File: src/rtl/fs_pkg.sv
// Shared constants and types for the FAT cluster-chain writer.
package fs_pkg;

    localparam logic [31:0] EOF_MARK        = 32'h0FFF_FFFF;
    localparam int unsigned DEF_BLOCK_SHIFT = 9;
    localparam int unsigned DEF_ENTRY_SHIFT = 7;
    localparam int unsigned COPY_W          = 2;

    typedef enum logic [1:0] {
        IDLE = 2'd0,
        CALC = 2'd1,
        EMIT = 2'd2,
        DONE = 2'd3
    } state_t;

endpackage

File: src/rtl/fat_entry_locator.sv
// Maps a cluster number and FAT copy index to the FAT sector and entry offset.
module fat_entry_locator
    import fs_pkg::*;
#(
    parameter int unsigned ENTRY_SHIFT = DEF_ENTRY_SHIFT
) (
    input  logic [31:0]             cluster,
    input  logic [COPY_W-1:0]       copy_idx,
    input  logic [31:0]             fat1_begin,
    input  logic [31:0]             fat_size,
    output logic [31:0]             sector_c,
    output logic [ENTRY_SHIFT-1:0]  offset_c
);

    logic [31:0] copy_base;

    // copy_idx * fat_size for copies 0..3 using shifts and one add
    always_comb begin
        copy_base = '0;
        case (copy_idx)
            COPY_W'(1): copy_base = fat_size;
            COPY_W'(2): copy_base = fat_size << 1;
            COPY_W'(3): copy_base = (fat_size << 1) + fat_size;
            default:    copy_base = '0;
        endcase
        sector_c = fat1_begin + copy_base + (cluster >> ENTRY_SHIFT);
        offset_c = cluster[ENTRY_SHIFT-1:0];
    end

endmodule

File: src/rtl/fat_chain_server.sv
// Writes the FAT cluster chain of a contiguous file into every FAT copy.
module fat_chain_server
    import fs_pkg::*;
#(
    parameter int unsigned NUM_FATS    = 2,
    parameter int unsigned BLOCK_SHIFT = DEF_BLOCK_SHIFT,
    parameter int unsigned ENTRY_SHIFT = DEF_ENTRY_SHIFT
) (
    input  logic                    clk,
    input  logic                    rst_n,
    input  logic                    ena,
    input  logic [31:0]             first_file_block,
    input  logic [31:0]             fat1_begin,
    input  logic [31:0]             fat_size,
    input  logic [4:0]              clust_shift,
    input  logic [31:0]             start_clust,
    input  logic [31:0]             stop_block_num,
    output logic                    wr_valid,
    input  logic                    wr_ready,
    output logic [31:0]             wr_sector,
    output logic [ENTRY_SHIFT-1:0]  wr_offset,
    output logic [31:0]             wr_value,
    output logic                    busy,
    output logic                    complt,
    output logic                    err,
    output logic [31:0]             file_size_bytes,
    output logic [31:0]             clust_num_eof,
    output logic [31:0]             addr_to_resume
);

    localparam int unsigned W = 32;
    localparam logic [COPY_W-1:0] LAST_COPY = COPY_W'(NUM_FATS - 1);

    state_t              state;
    logic [W-1:0]        clust_q;
    logic [COPY_W-1:0]   copy_q;
    logic [W-1:0]        fat1_q;
    logic [W-1:0]        fat_size_q;

    logic [W-1:0]        n_blocks_c;
    logic [W-1:0]        eof_calc_c;
    logic                empty_c;
    logic                last_entry_c;

    logic [W-1:0]        loc_clust;
    logic [COPY_W-1:0]   loc_copy;
    logic [W-1:0]        loc_fat1;
    logic [W-1:0]        loc_fat_size;
    logic [W-1:0]        loc_eof;
    logic [W-1:0]        loc_value;
    logic [W-1:0]        loc_sector_c;
    logic [ENTRY_SHIFT-1:0] loc_offset_c;

    // Chain geometry from the live inputs, only consumed in CALC
    always_comb begin
        n_blocks_c = stop_block_num - first_file_block;
        empty_c    = (stop_block_num <= first_file_block);
        eof_calc_c = start_clust + ((n_blocks_c - W'(1)) >> clust_shift);
    end

    // Next entry to present: the first one while in CALC, else the successor of the current one
    always_comb begin
        loc_clust    = clust_q;
        loc_copy     = copy_q + COPY_W'(1);
        loc_fat1     = fat1_q;
        loc_fat_size = fat_size_q;
        loc_eof      = clust_num_eof;
        if (state == CALC) begin
            loc_clust    = start_clust;
            loc_copy     = '0;
            loc_fat1     = fat1_begin;
            loc_fat_size = fat_size;
            loc_eof      = eof_calc_c;
        end else if (copy_q == LAST_COPY) begin
            loc_clust = clust_q + W'(1);
            loc_copy  = '0;
        end
        loc_value = (loc_clust == loc_eof) ? EOF_MARK : loc_clust + W'(1);
    end

    assign last_entry_c = (clust_q == clust_num_eof) && (copy_q == LAST_COPY);

    fat_entry_locator #(
        .ENTRY_SHIFT (ENTRY_SHIFT)
    ) u_locator (
        .cluster    (loc_clust),
        .copy_idx   (loc_copy),
        .fat1_begin (loc_fat1),
        .fat_size   (loc_fat_size),
        .sector_c   (loc_sector_c),
        .offset_c   (loc_offset_c)
    );

    always_ff @(posedge clk or negedge rst_n) begin
        if (!rst_n) begin
            state           <= IDLE;
            clust_q         <= '0;
            copy_q          <= '0;
            fat1_q          <= '0;
            fat_size_q      <= '0;
            wr_valid        <= 1'b0;
            wr_sector       <= '0;
            wr_offset       <= '0;
            wr_value        <= '0;
            busy            <= 1'b0;
            complt          <= 1'b0;
            err             <= 1'b0;
            file_size_bytes <= '0;
            clust_num_eof   <= '0;
            addr_to_resume  <= '0;
        end else begin
            complt <= 1'b0;
            unique case (state)
                IDLE: begin
                    if (ena) begin
                        state <= CALC;
                        busy  <= 1'b1;
                    end
                end
                CALC: begin
                    fat1_q         <= fat1_begin;
                    fat_size_q     <= fat_size;
                    clust_q        <= start_clust;
                    copy_q         <= '0;
                    addr_to_resume <= stop_block_num;
                    err            <= empty_c;
                    if (empty_c) begin
                        file_size_bytes <= '0;
                        clust_num_eof   <= start_clust;
                        complt          <= 1'b1;
                        state           <= DONE;
                    end else begin
                        file_size_bytes <= n_blocks_c << BLOCK_SHIFT;
                        clust_num_eof   <= eof_calc_c;
                        wr_valid        <= 1'b1;
                        wr_sector       <= loc_sector_c;
                        wr_offset       <= loc_offset_c;
                        wr_value        <= loc_value;
                        state           <= EMIT;
                    end
                end
                EMIT: begin
                    if (wr_ready) begin
                        if (last_entry_c) begin
                            wr_valid <= 1'b0;
                            complt   <= 1'b1;
                            state    <= DONE;
                        end else begin
                            clust_q   <= loc_clust;
                            copy_q    <= loc_copy;
                            wr_sector <= loc_sector_c;
                            wr_offset <= loc_offset_c;
                            wr_value  <= loc_value;
                        end
                    end
                end
                DONE: begin
                    busy  <= 1'b0;
                    state <= IDLE;
                end
                default: state <= IDLE;
            endcase
        end
    end

endmodule

File: config.mk
export PLATFORM = sky130hd
export DESIGN_NAME = fat_chain_server
export DESIGN_NICKNAME = d
export VERILOG_FILES = /design/src/rtl/fs_pkg.sv /design/src/rtl/fat_entry_locator.sv /design/src/rtl/fat_chain_server.sv
export SDC_FILE = /design/constraint.sdc
export NUM_CORES = 1
export LEC_CHECK = 0
export CAP_MARGIN = 20
export CORE_MARGIN = 2
export CORE_UTILIZATION = 32
export DETAILED_ROUTE_END_ITERATION = 16
export DONT_BUFFER_PORTS = 1
export GPL_ROUTABILITY_DRIVEN = 0
export SLEW_MARGIN = 10
export SYNTH_ARGS = -nofsm -noshare
export SYNTH_HDL_FRONTEND = slang
export SYNTH_HIERARCHICAL = 1
export SYNTH_SLANG_ARGS = --single-unit
File: constraint.sdc
create_clock -name clk -period 16.8 [get_ports clk]
set_input_delay 3.36 -clock clk [delete_from_list [all_inputs] [get_ports clk]]
set_output_delay 3.36 -clock clk [all_outputs]
set_load 0.02 [all_outputs]
# After elaboration in Yosys (flattened, before gate mapping)
# Index checks and enable logic that the tools add are counted.
dict set report totals {
  ff_bits 271
  inputBits 169
  out_inout_bits 171
  wordCells 93
}
dict set report op_classes {
  addsub 9
  order_cmp 1
  n_eq_ne 14
  n_shift 1
  mux 44
  n_reduce_logical 9
}
# operator count
set ops {}
lappend ops {{32-bit 2-to-1 mux} 16}
lappend ops {{32-bit one-hot mux with 2 select lines} 3}
lappend ops {{32-bit adder} 3}
lappend ops {{32-bit one-hot mux with 3 select lines} 1}
lappend ops {{32-bit by 1-bit adder with 32-bit output (second input constant)} 2}
lappend ops {{32-bit equality test} 2}
lappend ops {{32-bit by 25-bit adder with 32-bit output} 1}
lappend ops {{32-bit less-or-equal comparator} 1}
lappend ops {{32-bit by 5-bit >> shifter with 32-bit output} 1}
lappend ops {{32-bit by 1-bit subtractor with 32-bit output (second input constant)} 1}
lappend ops {{32-bit subtractor} 1}
lappend ops {{7-bit 2-to-1 mux} 3}
lappend ops {{2-bit 2-to-1 mux} 7}
lappend ops {{7-bit one-hot mux with 2 select lines} 1}
lappend ops {{2-bit != test (second input constant)} 5}
lappend ops {{2-bit equality test (second input constant)} 4}
lappend ops {{1-bit 2-to-1 mux} 8}
lappend ops {{2-bit one-hot mux with 4 select lines} 1}
lappend ops {{4-bit AND reduction} 2}
lappend ops {{2-bit by 1-bit equality test with 1-bit output (second input constant)} 3}
lappend ops {{1-bit one-hot mux with 2 select lines} 3}
lappend ops {{3-bit AND reduction} 2}
lappend ops {{2-bit one-hot mux with 2 select lines} 1}
lappend ops {{2-bit nonzero test} 2}
lappend ops {{other kinds (4)} 4}

# Depth between registers and ports, before layout
dict set report depth {
  word_depth 10
  mapped_depth 38
  ltp_nobuf 30
}

# Cells and area by module
# The synthesis kept the hierarchy.
# module n_inst cells_each area_per_inst_um2 seq_area_each_um2
set modules_own_cells {}
lappend modules_own_cells {fat_chain_server 1 2551 21589.5 6556.3}
lappend modules_own_cells {fat_entry_locator 1 562 4157.7 0.0}

# Least setup slack after synthesis
# OpenSTA, ideal clock, no wires.
dict set report synth_path {
  path_kind {input-to-reg}
  from {input port stop_block_num[0]}
  to {register wr_value[28]}
  setup_ps 120
  arrival_ps 10608
  required_time_ps 16680
  path_slack_ps 6072
  path_stages 29
  path_buffers 1
  cell_sequence {inv_1 ha_1 fa_1 nand2b_1 a21bo_2 a21o_1 a311o_1 or3_4 nor3_4 nand4_2 o31a_1 or2_0 mux4_2 o2bb2a_4 o221ai_1 ha_1 and3_1 clkbuf_1 a221o_1 a31oi_1 a211oi_1 or2_2 or3_1 nand4_1 nand4_1 nor3_1 nor4b_2 nor2_1 a31o_2}
}
dict set report synth_between {
  elab_chain_len 10
  elab_cells_between_ends 14
  classes_between {add/sub: 3; order compare: 1; eq/ne: 2; shift: 1; mux: 6; reduce/logical: 1}
}
# item line
set synth_rtl {}
lappend synth_rtl {{start: declaration} fat_chain_server.sv:17} ;# input logic [31:0] stop_block_num,
lappend synth_rtl {{32-bit subtractor} fat_chain_server.sv:56} ;# n_blocks_c = stop_block_num - first_file_block;
lappend synth_rtl {{32-bit by 1-bit subtractor with 32-bit output} fat_chain_server.sv:58} ;# eof_calc_c = start_clust + ((n_blocks_c - W'(1)) >> clust_shift);
lappend synth_rtl {{32-bit by 5-bit >> shifter with 32-bit output} fat_chain_server.sv:58}
lappend synth_rtl {{32-bit adder} fat_chain_server.sv:58}
lappend synth_rtl {{32-bit 2-to-1 mux} fat_chain_server.sv:68} ;# if (state == CALC) begin
lappend synth_rtl {{32-bit equality test} fat_chain_server.sv:78} ;# loc_value = (loc_clust == loc_eof) ? EOF_MARK : loc_clust + W'(1);
lappend synth_rtl {{32-bit 2-to-1 mux} fat_chain_server.sv:78}
lappend synth_rtl {{32-bit 2-to-1 mux} fat_chain_server.sv:144} ;# if (last_entry_c) begin
lappend synth_rtl {{32-bit 2-to-1 mux} fat_chain_server.sv:143} ;# if (wr_ready) begin
lappend synth_rtl {{32-bit one-hot mux with 2 select lines} fat_chain_server.sv:113} ;# unique case (state)
lappend synth_rtl {{end signal: assignment} fat_chain_server.sv:138} ;# wr_value <= loc_value;
lappend synth_rtl {{end signal: assignment} fat_chain_server.sv:153} ;# wr_value <= loc_value;
lappend synth_rtl {{end: declaration} fat_chain_server.sv:22} ;# output logic [31:0] wr_value,
# Parallel ways exist; a longest one is shown, timed or not. The select of a mux whose other input is x is not followed.
# A chain may end at the register's enable or synchronous reset.

# Worst setup path after layout
dict set report layout_path {
  from {input port stop_block_num[0]}
  to {register wr_value[30]}
}
# Same word-level chain as after synthesis.

==> impl_results.md <==
- Clock power share: 11.2%
- Hold_buf cts: 0
- Max-Cap Viols: 0
- Post-synth top cells: nand2_1 (300), dfrtp_1 (262), nor2_1 (256)
- # resized after CTS: 0
- Sequential share of power: 21.3%
- Overall routed net length: 91.73 mm
- Leading cell type by number of instances after synthesis: nand2_1
- HP Class: flop to flop
- Sw Pwr: 3.673 mW
- Clock skew: 0.03529 ns
- CTS Buf Count: 36
- Cell area after synthesis: 25750 um2
- Clk sinks: 262
- DR DRC count: 0
- Worst Setup Path Type: input pin to flop
- Async S/R FF share, synth: 100.0%
- WP data required: 17.25 ns
- Number of cell rows: 104
- Area leader, netlist: dfrtp_1
- Cell Int Power: 3.485 mW
- Final Critical Period: 12.29 ns
- Status: finished clean
- Worst-Skew Late Latency: 0.60 ns
- Total congestion overflow: 0
- CTS tree: done
- Sequential area share after synthesis: 25.46%
- Max-slew headroom: 28.54%
- Die Ht: 287.7 um
- Slew @ Worst Pin: 1.072 ns
- Setup Fix Bufs, Post-CTS: 0
- Total power: 7.158 mW
- Complex-gate fraction of the synthesized area: 23.36%
- Post-synth EDFFs: 0
- Post-synthesis xor/xnor area fraction: 6.993%
- Antenna viol nets, final: 0
- Largest net degree at the start of global routing: 263
- Average cell area after synthesis: 8.271 um2
- Mux contribution to synthesized area: 9.889%
- Core area: 80030 um2
- Cell count after synthesis: 3113
- Critical path peak fanout: 22
- First-pass GRT wire length: 136.7 mm
- Placed insts: 4019
- Logic gate share of total power: 67.4%
- Total number of vias: 23908
- Reg2Reg Setup Slack: 8.65 ns
- PwrDens: 257.6 nW/um2
- Fraction of layout cells with a size suffix above 1: 10.75%
- Post-synthesis simple-gate area fraction: 20.57%
- Area delta synth->final: 7.921%
- Initial drt markers: 2639
- H-tree Lvls: 2
- I/O pins: 340
- Ys flop type: dfrtp_1
- Final #Nets: 3331
- Cell variety after synth: 117
- Synth warnings: 6
- Clock Path Buffers: 3
- Antenna violations before repair: 8
- Non-Filler Instances: 4087
- Clock Tree Root: clkbuf_16
- Vias/cell: 5.850
- CP Launch Type: input pin
- Max Slew Vio Count: 0
- Largest family of logic cells by synthesized area: compound AO/OA/AOI/OAI gates
- Final Hold Viols: 0
- Clock transition at path regs: 0.06 ns
- RSZ-0062 raised after global routing: no
- Tcrit/Tclk final: 73.13%
- Worst VDD drop: 154.1 uV
- Leak: 11.46 nW
- Adder-cell share of the synthesized area: 8.864%
- Pre-antenna DRT Iters: 8
- Die width: 287.7 um
- Switching fraction of total power: 51.32%
- Full die area: 82750 um2
- PortBufs: 0
- Starting density of the core: 32.17%
- Yosys reg bits: 262
- Fmax: 0.08139 GHz
- HPWL after DPL: 70.53 mm
- Vias in the first global route: 22044
- Worst Setup End Kind: flop
- Post-synth top area share: 25.46%
- CP arrival: 12.74 ns
- Overall Global Routing Usage: 21.26%
- Top cells by area, synth: dfrtp_1 (25%), ha_1 (6.6%), mux2_2 (6.5%)
- Setup TNS: 0 ns
- Routed WL per cell: 22.44 um
- Final setup fails: 0
-- layout by cell type (no fill, tap or decap), drive strengths merged, types with 13 or more instances in the layout --
cell type  Yosys  final
nand3        114    114
a211oi        23     23
o21bai        15     15
nand2        301    301
mux2i         63     63
o31ai         33     33
a31oi         70     70
a22o          18     18
and4          19     19
a21o          76     76
inv          122    126
ha           136    136
mux2         149    149
a311oi        13     13
nor3          83     83
xnor2        123    123
a21boi        20     20
o31a          13     13
buf           49     24
o21a          33     33
and3          34     34
and2          26     26
nor4          44     44
or3           36     36
o211ai        34     34
a21oi        186    186
o211a         14     14
dfrtp        262    262
nor2b         16     16
fa            29     29
xor2          74     74
nand2b        24     24
nand4         60     60
nor2         256    256
clkbuf       137     47
o21ai        205    205
or2           19     19
-- metrics by stage --
step / instance area [um2] / hold WS [ns] / worst slack, ns / util (%)
after floorplan: 25780 / 0.4721 / 6.072 / -
after detailed placement: 26580 / 0.4862 / 4.056 / 33.21
after global routing: 27780 / 0.5220 / 3.728 / 34.72
after global placement: 26580 / 0.4860 / 4.335 / 33.21
final: 27790 / 0.5082 / 4.514 / 34.72
after CTS: 27780 / 0.5051 / 4.644 / 34.71
-- worst paths after layout --
path / cells past startpoint / end / startpoint
max: 26 / wr_value[30]$_DFFE_PN0P_ / stop_block_num[0]
min: 1 / fat1_q[0]$_DFF_PN0_ / fat1_q[0]$_DFF_PN0_
max reg2reg: 29 / wr_sector[31]$_DFFE_PN0P_ / state[1]$_DFFE_PN0P_
min reg2reg: 1 / fat1_q[0]$_DFF_PN0_ / fat1_q[0]$_DFF_PN0_
max in group asynchronous: 0 / addr_to_resume[15]$_DFFE_PN0P_ / rst_n
min in group asynchronous: 0 / wr_offset[1]$_DFFE_PN0P_ / rst_n
-- power by group through the flow --
stage	logic (mW)	registers (mW)	clock network, mW
3_5_place_dp	4.76	1.54	0
5_1_grt	5.34	1.57	0.847
2_1_floorplan	3.82	1.35	0
4_1_cts	4.80	1.53	0.827
6_report	4.83	1.53	0.804
3_3_place_gp	4.71	1.53	0
-- kinds of logic after synthesis --
group / Yosys count
and+or+nand+nor: 1067
AOI/OAI and AO/OA: 886
buffers and inverters: 310
DFF: 262
muxes: 222
xor gates and xnor gates: 200
adders and majority gates: 165
other: 1
-- worst max-delay path, cell delays in order --
cell and delay (ns):
inv_1 0.02, ha_1 0.20, fa_1 0.41, nand2b_1 0.21
a21oi_1 0.32, a221o_1 0.35, xnor2_1 0.24, o221ai_1 0.33
nor3_2 0.74, nand4_1 0.33, o31a_1 0.42, or2_0 0.24
mux4_2 0.56, o2bb2a_4 0.22, o221ai_1 0.16, ha_1 0.42
and3_1 0.29, a221o_1 0.42, o31ai_2 0.58, nand2b_1 0.19
o311ai_1 0.50, xnor2_1 0.11, a2111oi_0 0.49, o2111a_1 0.59
nand2_1 0.60, and3_1 0.41
-- sequential cells by signal, summed over array words and instances (netlist names), 2 cells and up --
signal           count
clust_num_eof       32
addr_to_resume      32
clust_q             32
file_size_bytes     23
wr_sector           32
fat_size_q          32
fat1_q              32
state                2
copy_q               2
wr_offset            7
wr_value            32
-- final cells by class --
type / count / area, um2
Clock inverter: 18 / 211.5
Multi-Input combinational cell: 2549 / 18030
Tap cell: 1060 / 1326
Clock buffer: 47 / 992.2
Antenna cell: 3 / 7.507
Inverter: 124 / 465.4
Sequential cell: 262 / 6556
Timing Repair Buffer: 24 / 192.7
Fill cell: 8337 / 52240
-- per-layer routing --
layer / share of wire, % / vias to the layer above / global-route usage, %
met5: 0.072 / - / 0
met4: 3.6 / 10 / 7.448
met3: 11 / 164 / 7.773
met2: 43 / 1027 / 32.12
met1: 42 / 11454 / 27.77
li1: - / 11253 / -
No activity file was read; power rests on OpenSTA's default activity.
